<file path="src/rtl/exu_pkg.sv">
// Shared types and constants for the execute/write-back unit.
// Optional flag outputs are enabled with EXU_FLAGS_EN.
package exu_pkg;

  localparam int unsigned DefDw = 8;
  localparam int unsigned DefAw = 2;

  typedef enum logic [2:0] {
    OpAdd  = 3'd0,
    OpSub  = 3'd1,
    OpAnd  = 3'd2,
    OpOr   = 3'd3,
    OpXor  = 3'd4,
    OpShl1 = 3'd5,
    OpShr1 = 3'd6,
    OpMul  = 3'd7
  } op_t;

  typedef enum logic {
    StIdle = 1'b0,
    StMul  = 1'b1
  } state_t;

  // Width of a counter that can hold the values 0..dw.
  function automatic int unsigned cnt_width(input int unsigned dw);
    return $clog2(dw + 1);
  endfunction

endpackage

</file>
<file path="src/rtl/exu_alu.sv">
// Combinational single-cycle ALU; MUL is handled by the iterative datapath in the top.
// With EXU_FLAGS_EN it also reports carry/borrow/shifted-out bit.
module exu_alu
  import exu_pkg::*;
#(
  parameter int unsigned DW = DefDw
) (
  input  op_t           op_i,
  input  logic [DW-1:0] a_i,
  input  logic [DW-1:0] b_i,
`ifdef EXU_FLAGS_EN
  output logic          carry_o,
`endif
  output logic [DW-1:0] res_o
);

  always_comb begin
    res_o = '0;
    unique case (op_i)
      OpAdd:  res_o = a_i + b_i;
      OpSub:  res_o = a_i - b_i;
      OpAnd:  res_o = a_i & b_i;
      OpOr:   res_o = a_i | b_i;
      OpXor:  res_o = a_i ^ b_i;
      OpShl1: res_o = {a_i[DW-2:0], 1'b0};
      OpShr1: res_o = {1'b0, a_i[DW-1:1]};
      OpMul:  res_o = '0;
    endcase
  end

`ifdef EXU_FLAGS_EN
  always_comb begin
    carry_o = 1'b0;
    unique case (op_i)
      OpAdd:   carry_o = (res_o < a_i);  // wrapped sum is smaller than an addend
      OpSub:   carry_o = (a_i < b_i);
      OpShl1:  carry_o = a_i[DW-1];
      OpShr1:  carry_o = a_i[0];
      default: carry_o = 1'b0;
    endcase
  end
`endif

endmodule

</file>
<file path="src/rtl/exec_wb_unit.sv">
// Execute/write-back stage: single-cycle ALU ops plus shift-add multiply, driving the
// register file write port. EXU_FLAGS_EN adds registered zf/cf outputs.
module exec_wb_unit
  import exu_pkg::*;
#(
  parameter int unsigned DW = DefDw,
  parameter int unsigned AW = DefAw
) (
  input  logic          clk,
  input  logic          rst,
  input  logic          iss_valid,
  output logic          iss_ready,
  input  logic [2:0]    op,
  input  logic [DW-1:0] a,
  input  logic [DW-1:0] b,
  input  logic [AW-1:0] dst,
  output logic          we,
  output logic [AW-1:0] wad,
  output logic [DW-1:0] wd,
  output logic          cwe,
`ifdef EXU_FLAGS_EN
  output logic          zf,
  output logic          cf,
`endif
  output logic          busy
);

  localparam int unsigned CW = cnt_width(DW);
  localparam logic [CW-1:0] LastIter = CW'(DW - 1);

  state_t        state_q, state_d;
  logic [DW-1:0] mcand_q, mcand_d, mplier_q, mplier_d, acc_q, acc_d, acc_add;
  logic [CW-1:0] cnt_q, cnt_d;
  logic [AW-1:0] dst_q, dst_d, wad_q, wad_d;
  logic [DW-1:0] wd_q, wd_d;
  logic          we_q, we_d;
  logic [DW-1:0] alu_res;
  op_t           op_e;
  logic          accept;

  assign op_e      = op_t'(op);
  assign iss_ready = (state_q == StIdle);
  assign busy      = (state_q == StMul);
  assign accept    = iss_valid && iss_ready;
  assign acc_add   = mplier_q[0] ? acc_q + mcand_q : acc_q;

`ifdef EXU_FLAGS_EN
  logic alu_carry;
  logic zf_q, zf_d, cf_q, cf_d;
  // ovf: product already exceeded DW bits; mhi: shifted multiplicand lost a set bit.
  logic ovf_q, ovf_d, mhi_q, mhi_d;
`endif

  exu_alu #(
    .DW(DW)
  ) u_alu (
    .op_i   (op_e),
    .a_i    (a),
    .b_i    (b),
`ifdef EXU_FLAGS_EN
    .carry_o(alu_carry),
`endif
    .res_o  (alu_res)
  );

  always_comb begin
    state_d  = state_q;
    mcand_d  = mcand_q;
    mplier_d = mplier_q;
    acc_d    = acc_q;
    cnt_d    = cnt_q;
    dst_d    = dst_q;
    we_d     = 1'b0;
    wad_d    = wad_q;
    wd_d     = wd_q;
`ifdef EXU_FLAGS_EN
    zf_d  = zf_q;
    cf_d  = cf_q;
    ovf_d = ovf_q;
    mhi_d = mhi_q;
`endif
    unique case (state_q)
      StIdle: begin
        if (accept) begin
          if (op_e == OpMul) begin
            state_d  = StMul;
            mcand_d  = a;
            mplier_d = b;
            acc_d    = '0;
            cnt_d    = '0;
            dst_d    = dst;
`ifdef EXU_FLAGS_EN
            ovf_d = 1'b0;
            mhi_d = 1'b0;
`endif
          end else begin
            we_d  = 1'b1;
            wad_d = dst;
            wd_d  = alu_res;
`ifdef EXU_FLAGS_EN
            zf_d = (alu_res == '0);
            cf_d = alu_carry;
`endif
          end
        end
      end
      StMul: begin
        acc_d    = acc_add;
        mcand_d  = mcand_q << 1;
        mplier_d = mplier_q >> 1;
        cnt_d    = cnt_q + 1'b1;
`ifdef EXU_FLAGS_EN
        ovf_d = ovf_q | (mplier_q[0] & (mhi_q | (acc_add < acc_q)));
        mhi_d = mhi_q | mcand_q[DW-1];
`endif
        if (cnt_q == LastIter) begin
          state_d = StIdle;
          we_d    = 1'b1;
          wad_d   = dst_q;
          wd_d    = acc_add;
`ifdef EXU_FLAGS_EN
          zf_d = (acc_add == '0);
          cf_d = ovf_d;
`endif
        end
      end
    endcase
  end

  always_ff @(posedge clk or negedge rst) begin
    if (!rst) begin
      state_q  <= StIdle;
      mcand_q  <= '0;
      mplier_q <= '0;
      acc_q    <= '0;
      cnt_q    <= '0;
      dst_q    <= '0;
      we_q     <= 1'b0;
      wad_q    <= '0;
      wd_q     <= '0;
`ifdef EXU_FLAGS_EN
      zf_q  <= 1'b0;
      cf_q  <= 1'b0;
      ovf_q <= 1'b0;
      mhi_q <= 1'b0;
`endif
    end else begin
      state_q  <= state_d;
      mcand_q  <= mcand_d;
      mplier_q <= mplier_d;
      acc_q    <= acc_d;
      cnt_q    <= cnt_d;
      dst_q    <= dst_d;
      we_q     <= we_d;
      wad_q    <= wad_d;
      wd_q     <= wd_d;
`ifdef EXU_FLAGS_EN
      zf_q  <= zf_d;
      cf_q  <= cf_d;
      ovf_q <= ovf_d;
      mhi_q <= mhi_d;
`endif
    end
  end

  assign we  = we_q;
  assign cwe = we_q;
  assign wad = wad_q;
  assign wd  = wd_q;
`ifdef EXU_FLAGS_EN
  assign zf = zf_q;
  assign cf = cf_q;
`endif

endmodule

</file>
<file path="config.mk">
export PLATFORM = sky130hd
export DESIGN_NAME = exec_wb_unit
export DESIGN_NICKNAME = d
export VERILOG_FILES = /design/src/rtl/exu_pkg.sv /design/src/rtl/exu_alu.sv /design/src/rtl/exec_wb_unit.sv
export SDC_FILE = /design/constraint.sdc
export NUM_CORES = 1
export LEC_CHECK = 0
export CORE_MARGIN = 1.5
export CORE_UTILIZATION = 51
export CTS_CLUSTER_SIZE = 25
export DETAILED_ROUTE_END_ITERATION = 12
export PLACE_DENSITY = 0.87
export SYNTH_ARGS = -nofsm -noshare
export SYNTH_HDL_FRONTEND = slang
export SYNTH_SLANG_ARGS = --single-unit
</file>
<file path="constraint.sdc">
create_clock -name clk -period 2 [get_ports clk]
set_input_delay 0.2 -clock clk [delete_from_list [all_inputs] [get_ports clk]]
set_output_delay 0.2 -clock clk [all_outputs]
set_load 0.01 [all_outputs]
</file>
==> run metrics, run 1 <==
run status finished, violations left; failing checks negative setup slack; relative max-transition margin 58.6%; most numerous cell in the Yosys netlist nand2_1; n_diodes 0; root buffer cell clkbuf_8; core area 6060 um2; Initial Utilization 53.8%; Min Hold Slack 0.450 ns; CTS Sinks 42; max cap viols 0; FFs w/ async S/R, synth 100%; IO Port Bufs 37; CP Buf/Inv Count 3; Worst-Margin Slew between 0.6 and 0.7 ns; vias in the first global route 3439; Avg Inst Size Synth 8.18 um2; TritonCTS clock tree done; Worst path most repeated cell inv_1; Die Height 83.0 um; Warnings, synthesis 0; Startpoint Class input pin; syn_nets 457; global route total overflow 0; final wirelength between 10000 and 15000 um; reg2reg path depth 9; maximum clock insertion buffer count 2; # DRC 0; CP required about 2.2 ns; top fanout value on the critical path 3; Setup CP Type input pin to flop; Mapped Cells 399; largest area contributor in the netlist dfrtp_1; Area Overhead vs Synth 38.4%; Post-DP HPWL 7040 um; DRT antenna net count 0; part of the cycle the worst path needs 108%; # rows 28; worst r2r src acc_q[0]; setup TNS -0.339 ns; largest net degree at the start of global routing 60; layout cells sized above 1 27.1%; CTS Buf Count 5; Main synth FF type dfrtp_1; leakage dissipation 2.14 nW; vias post-DR 3564; nets 560; Final Worst Setup Slack -0.169 ns; first-pass GRT wire length 16400 um; Clock Latency Late Sink between 0.2 and 0.3 ns; setup repair after global routing missed its margin yes; Post-Syn Area 3260 um2; critical path startpoint a[0]; Worst Skew 0.00370 ns; CP Capture Type flop; gr usage total ~29%; design area about 4500 um2; initial DRC count about 320; synth unique cells between 40 and 50; initial antenna violation count 0; sequential area share after synthesis between 30% and 40%; clock slew at reported path FFs 0.08 ns; final hold violations 0; Detailed Routing Iterations Pass 1 5; slowest CP cell clkdlybuf4s50_1; DR WL/cell 18.2 um; Critical Path AT 2.38 ns; Min-Delay Path Class input pin to async pin; Pwr Density a little under 1000 nW/um2; Max H-tree Level 2; final setup violating endpoints 5; Synth top area share 32.2%; die area 6880 um2; routed vias/inst between 6 and 7; Ports 38; Slew Viols, Final 0; die width 83.0 um; minimum clock period roughly 2.2 ns; Synth area leaders dfrtp_1 (32%), ha_1 (12%), nand2_1 (6.8%); CP Depth 11; Fmax 461 MHz; cells along the critical path clkdlybuf4s50_1 > inv_1 > ha_1 > inv_1 > fa_2 > a211oi_2 > o21ai_1 > a21oi_1 > xnor2_1 > o221ai_1 > a31oi_1; CP peak stage delay between 0.4 and 0.5 ns; EDFF count, synth 0; most frequent cells after synthesis nand2_1 (59), dfrtp_1 (42), nor2_1 (39), a21oi_1 (34); Post-DP Area 4160 um2; Yosys reg bits 42; gpl congestion slightly above 0.9; dominant delay contributor by cell family on the critical path compound AO/OA/AOI/OAI gates; VDD IR max a little under 0.0008 V
[logic make-up (layout without fill, tap and decap cells)]
kind of cell | after synthesis | count (layout) | synth area share (%)
AOI/OAI and AO/OA | 123 | 123 | 22.4
xor gates and xnor gates | 17 | 17 | 4.79
adders and majority gates | 34 | 34 | 13.5
buffers and inverters | 44 | 147 | 6.18
DFF | 42 | 42 | 32.2
muxes | 13 | 13 | 4.22
and+or+nand+nor | 126 | 126 | 16.7
[flip-flops by register name, summed over array words and instances (netlist names)]
| name | cells |
|---|---|
| busy | 1 |
| cnt_q | 4 |
| wad | 2 |
| mplier_q | 8 |
| dst_q | 2 |
| mcand_q | 8 |
| acc_q | 8 |
| wd | 8 |
| cwe | 1 |
[per-stage QoR]
stage	worst slack (ns)	std cells	util (%)	power, W
floorplan	-0.0496	399	-	0.00266
global placement	-0.509	559	68.7	0.00351
detailed placement	-0.674	559	68.7	0.00363
CTS	-0.185	574	72.7	0.00424
global route	-0.282	577	74.5	0.00468
finish	-0.169	577	74.5	0.00439
[routing by layer]
metal | track usage (%) | up-vias | wire length [um]
met3 | 5.57 | 57 | 780
met1 | 35.6 | 1682 | 4030
met4 | 14.5 | 0 | 574
li1 | - | 1604 | -
met5 | 0 | - | 0
met2 | 49.9 | 221 | 5120
[power by group]
part           total (W)  internal [W]  switching (W)  leakage (nW)
Sequential       0.00143       0.00118       0.000250         0.537
Clock           0.000514      0.000234       0.000279        0.0438
Combinational    0.00244       0.00117        0.00127          1.56
Total            0.00439       0.00258        0.00180          2.14
[cells in the final DEF (no fill, tap or decap), types with 7 or more instances in the layout]
| cell | n |
|---|---|
| a31oi_1 | 13 |
| buf_4 | 72 |
| buf_6 | 8 |
| o21ai_1 | 11 |
| nand3_1 | 7 |
| dfrtp_1 | 42 |
| inv_1 | 19 |
| xnor2_1 | 10 |
| ha_1 | 26 |
| nand2_1 | 59 |
| clkdlybuf4s50_1 | 27 |
| a21oi_2 | 8 |
| o21ai_0 | 26 |
| nor2_1 | 38 |
| a21oi_1 | 26 |
[worst paths after layout]
kind | endpoint | slack (ns)
min in group clk | mplier_q[2] | 0.50
max in group asynchronous | wd[2] | 0.97
min reg2reg | mplier_q[2] | 0.50
max reg2reg | wd[6] | -0.17
min | mcand_q[7] | 0.45
max | wd[6] | -0.17
[layout make-up]
cell class / count / area (um2)
clock inverter: 2 / 10.0
timing repair buffer: 116 / 998
clock buffer: 5 / 68.8
multi-input combinational: 313 / 2200
sequential: 42 / 1050
tap: 75 / 93.8
inverter: 24 / 92.6
fill: 406 / 1550
[worst reg2reg max path, stage by stage (launching register included)]
cell,delay [ns]
dfrtp_1,0.40
ha_2,0.21
fa_2,0.37
a21o_1,0.20
a211oi_2,0.18
nor2_1,0.08
mux2i_1,0.12
a311oi_1,0.24
buf_4,0.18
a31oi_1,0.08
[repair_timing]
| action | in CTS | in global routing |
|---|---|---|
| pin swaps | 28 | 27 |
| setup endpoints to repair | 8 | 9 |
| hold buffers | 1 | 0 |
| endpoints found under the hold margin | 25 | 0 |
| buffers inserted | 7 | 4 |
| gates resized for setup | 41 | 29 |
Note: power is estimated with default switching activity, not from simulation.
==> inputs of run 2 (changes only) <==
--- a/config.mk
+++ b/config.mk
@@ -7,9 +7,11 @@
 export LEC_CHECK = 0
 export CORE_MARGIN = 1.5
 export CORE_UTILIZATION = 51
+export CTS_CLUSTER_DIAMETER = 200
 export CTS_CLUSTER_SIZE = 25
 export DETAILED_ROUTE_END_ITERATION = 12
-export PLACE_DENSITY = 0.87
+export PLACE_DENSITY = 0.81
+export SLEW_MARGIN = 20
 export SYNTH_ARGS = -nofsm -noshare
 export SYNTH_HDL_FRONTEND = slang
 export SYNTH_SLANG_ARGS = --single-unit
==> run 2 against run 1 <==
  * The run still ends with negative setup slack left
  * Flip-flop and latch count unchanged
  * Largest cell class unchanged
  * Final cell count is 0.69% lower
  * Worst setup slack worse by 0.0030 ns
  * Global-route usage down 1.8 points
  * Clock power increased by 35%
  * Critical path depth grew 2
==> run metrics, run 2 (synthesized netlist as in run 1, its figures left out) <==
run status finished, violations left; failing checks negative setup slack; Post-DP Area 4170 um2; final hold violations 0; root buffer cell clkbuf_8; design area between 4000 and 5000 um2; minimum clock period between 2 and 2.5 ns; Layout Cells excl Fill approximately 570; Placed Cells roughly 560; Initial Utilization 53.8%; CP required 2.22 ns; part of the cycle the worst path needs 109%; relative max-transition margin 59.1%; Startpoint Class input pin; TritonCTS clock tree done; layout cells sized above 1 28.5%; max cap viols 0; initial DRC count 259; Final Worst Setup Slack -0.172 ns; CTS Buf Count 5; final wirelength 10800 um; # rows 28; final core utilization 76.1%; clock slew at reported path FFs 0.08 ns; Min Hold Slack about 0.35 ns; Area Overhead vs Synth 41.3%; Clock Latency Late Sink 0.30 ns; Min-Delay Path Class input pin to flop; final setup violating endpoints 5; Die Height between 80 and 90 um; maximum clock insertion buffer count 2; DP Worst Slack -0.613 ns; setup repair after global routing missed its margin yes; DR WL/cell 18.8 um; Setup CP Type input pin to flop; IO Port Bufs 37; Worst Skew 0.00983 ns; CP Capture Type flop; Detailed Routing Iterations Pass 1 7; Fmax roughly 460 MHz; commonest non-fill, non-tap cell in the layout buf_4; min-delay src a[0]; initial antenna violation count 0; worst r2r src acc_q[0]; routed vias/inst ~6.1; CTS Sinks 42; FF-to-FF End wd[6]; first-pass GRT wire length 15400 um; Max H-tree Level 2; gpl congestion 0.862; Critical Path AT roughly 2.4 ns; Post-DP HPWL approximately 7000 um; DRT antenna net count 0; n_diodes 0; VDD IR max 0.00100 V; global route total overflow 0; Worst-Margin Slew 0.613 ns; Endpoint, Worst Hold mcand_q[0]; leakage dissipation 2.14 nW; gr usage total around 28%; Hold Path Stages 4; vias post-DR 3517; largest net degree at the start of global routing 60; top fanout value on the critical path 3; Slew Viols, Final 0; vias in the first global route between 3000 and 4000; most frequent cells in the layout buf_4 (66), nand2_1 (59), dfrtp_1 (42), nor2_1 (38); nets roughly 560; Ports 38; die width 83.0 um; Pwr Density 1010 nW/um2; reg2reg setup slack -0.11 ns; reg2reg path depth 9; number of fill cells about 410; die area ~7000 um2; core area 6060 um2; # DRC 0
[run 2: through the flow]
| stage | setup TNS (ns) | power, W |
|---|---|---|
| floorplan | -0.125 | 0.00266 |
| global placement | -4.93 | 0.00353 |
| detailed placement | -5.81 | 0.00363 |
| CTS | -0.273 | 0.00438 |
| global route | -0.623 | 0.00492 |
| finish | -0.299 | 0.00465 |
[run 2: worst max-delay path by stage]
stage / startpoint / to / cells past startpoint
floorplan: op[2] / wd[5] / 11
global placement: op[1] / wd[5] / 11
detailed placement: op[1] / wd[6] / 11
CTS: acc_q[0] / wd[6] / 9
global route: acc_q[0] / wd[6] / 9
finish: b[0] / wd[6] / 13
[run 2: repair_timing]
item / CTS / global route
endpoints found under the hold margin: 24 / 0
gates cloned: 0 / 0
endpoints found under the setup margin: 8 / 9
pin swaps: 22 / 30
setup buffers: 3 / 4
resized for setup: 28 / 49
hold buffers: 1 / 0
[run 2: metal layers]
| metal | track usage (%) | wire length (um) | vias up |
|---|---|---|---|
| li1 | - | - | 1600 |
| met1 | 33.4 | 4130 | 1645 |
| met2 | 50.2 | 5320 | 212 |
| met3 | 3.68 | 752 | 60 |
| met4 | 8.94 | 585 | 0 |
| met5 | 0 | 0 | - |
[run 2: layout make-up]
class | count | area (um2) | area share, %
multi-input combinational | 313 | 2290 | 49.7
clock inverter | 1 | 30.0 | 0.651
clock buffer | 6 | 82.6 | 1.79
inverter | 24 | 92.6 | 2.01
tap | 75 | 93.8 | 2.04
sequential | 42 | 1050 | 22.8
timing repair buffer | 112 | 967 | 21.0
[run 2: worst max-delay path, stage by stage]
cell             delay, ns
clkdlybuf4s15_1       0.24
buf_6                 0.16
nor3_2                0.14
buf_4                 0.16
nor2_1                0.05
xnor2_1               0.13
ha_1                  0.33
o21ai_1               0.18
o21ai_1               0.12
a21oi_2               0.18
xnor2_1               0.13
o221ai_1              0.16
a31oi_1               0.20
[run 2: where the power goes]
part           internal (W)  switching (W)
Combinational       0.00121        0.00130
Clock              0.000400       0.000292
Sequential          0.00118       0.000265
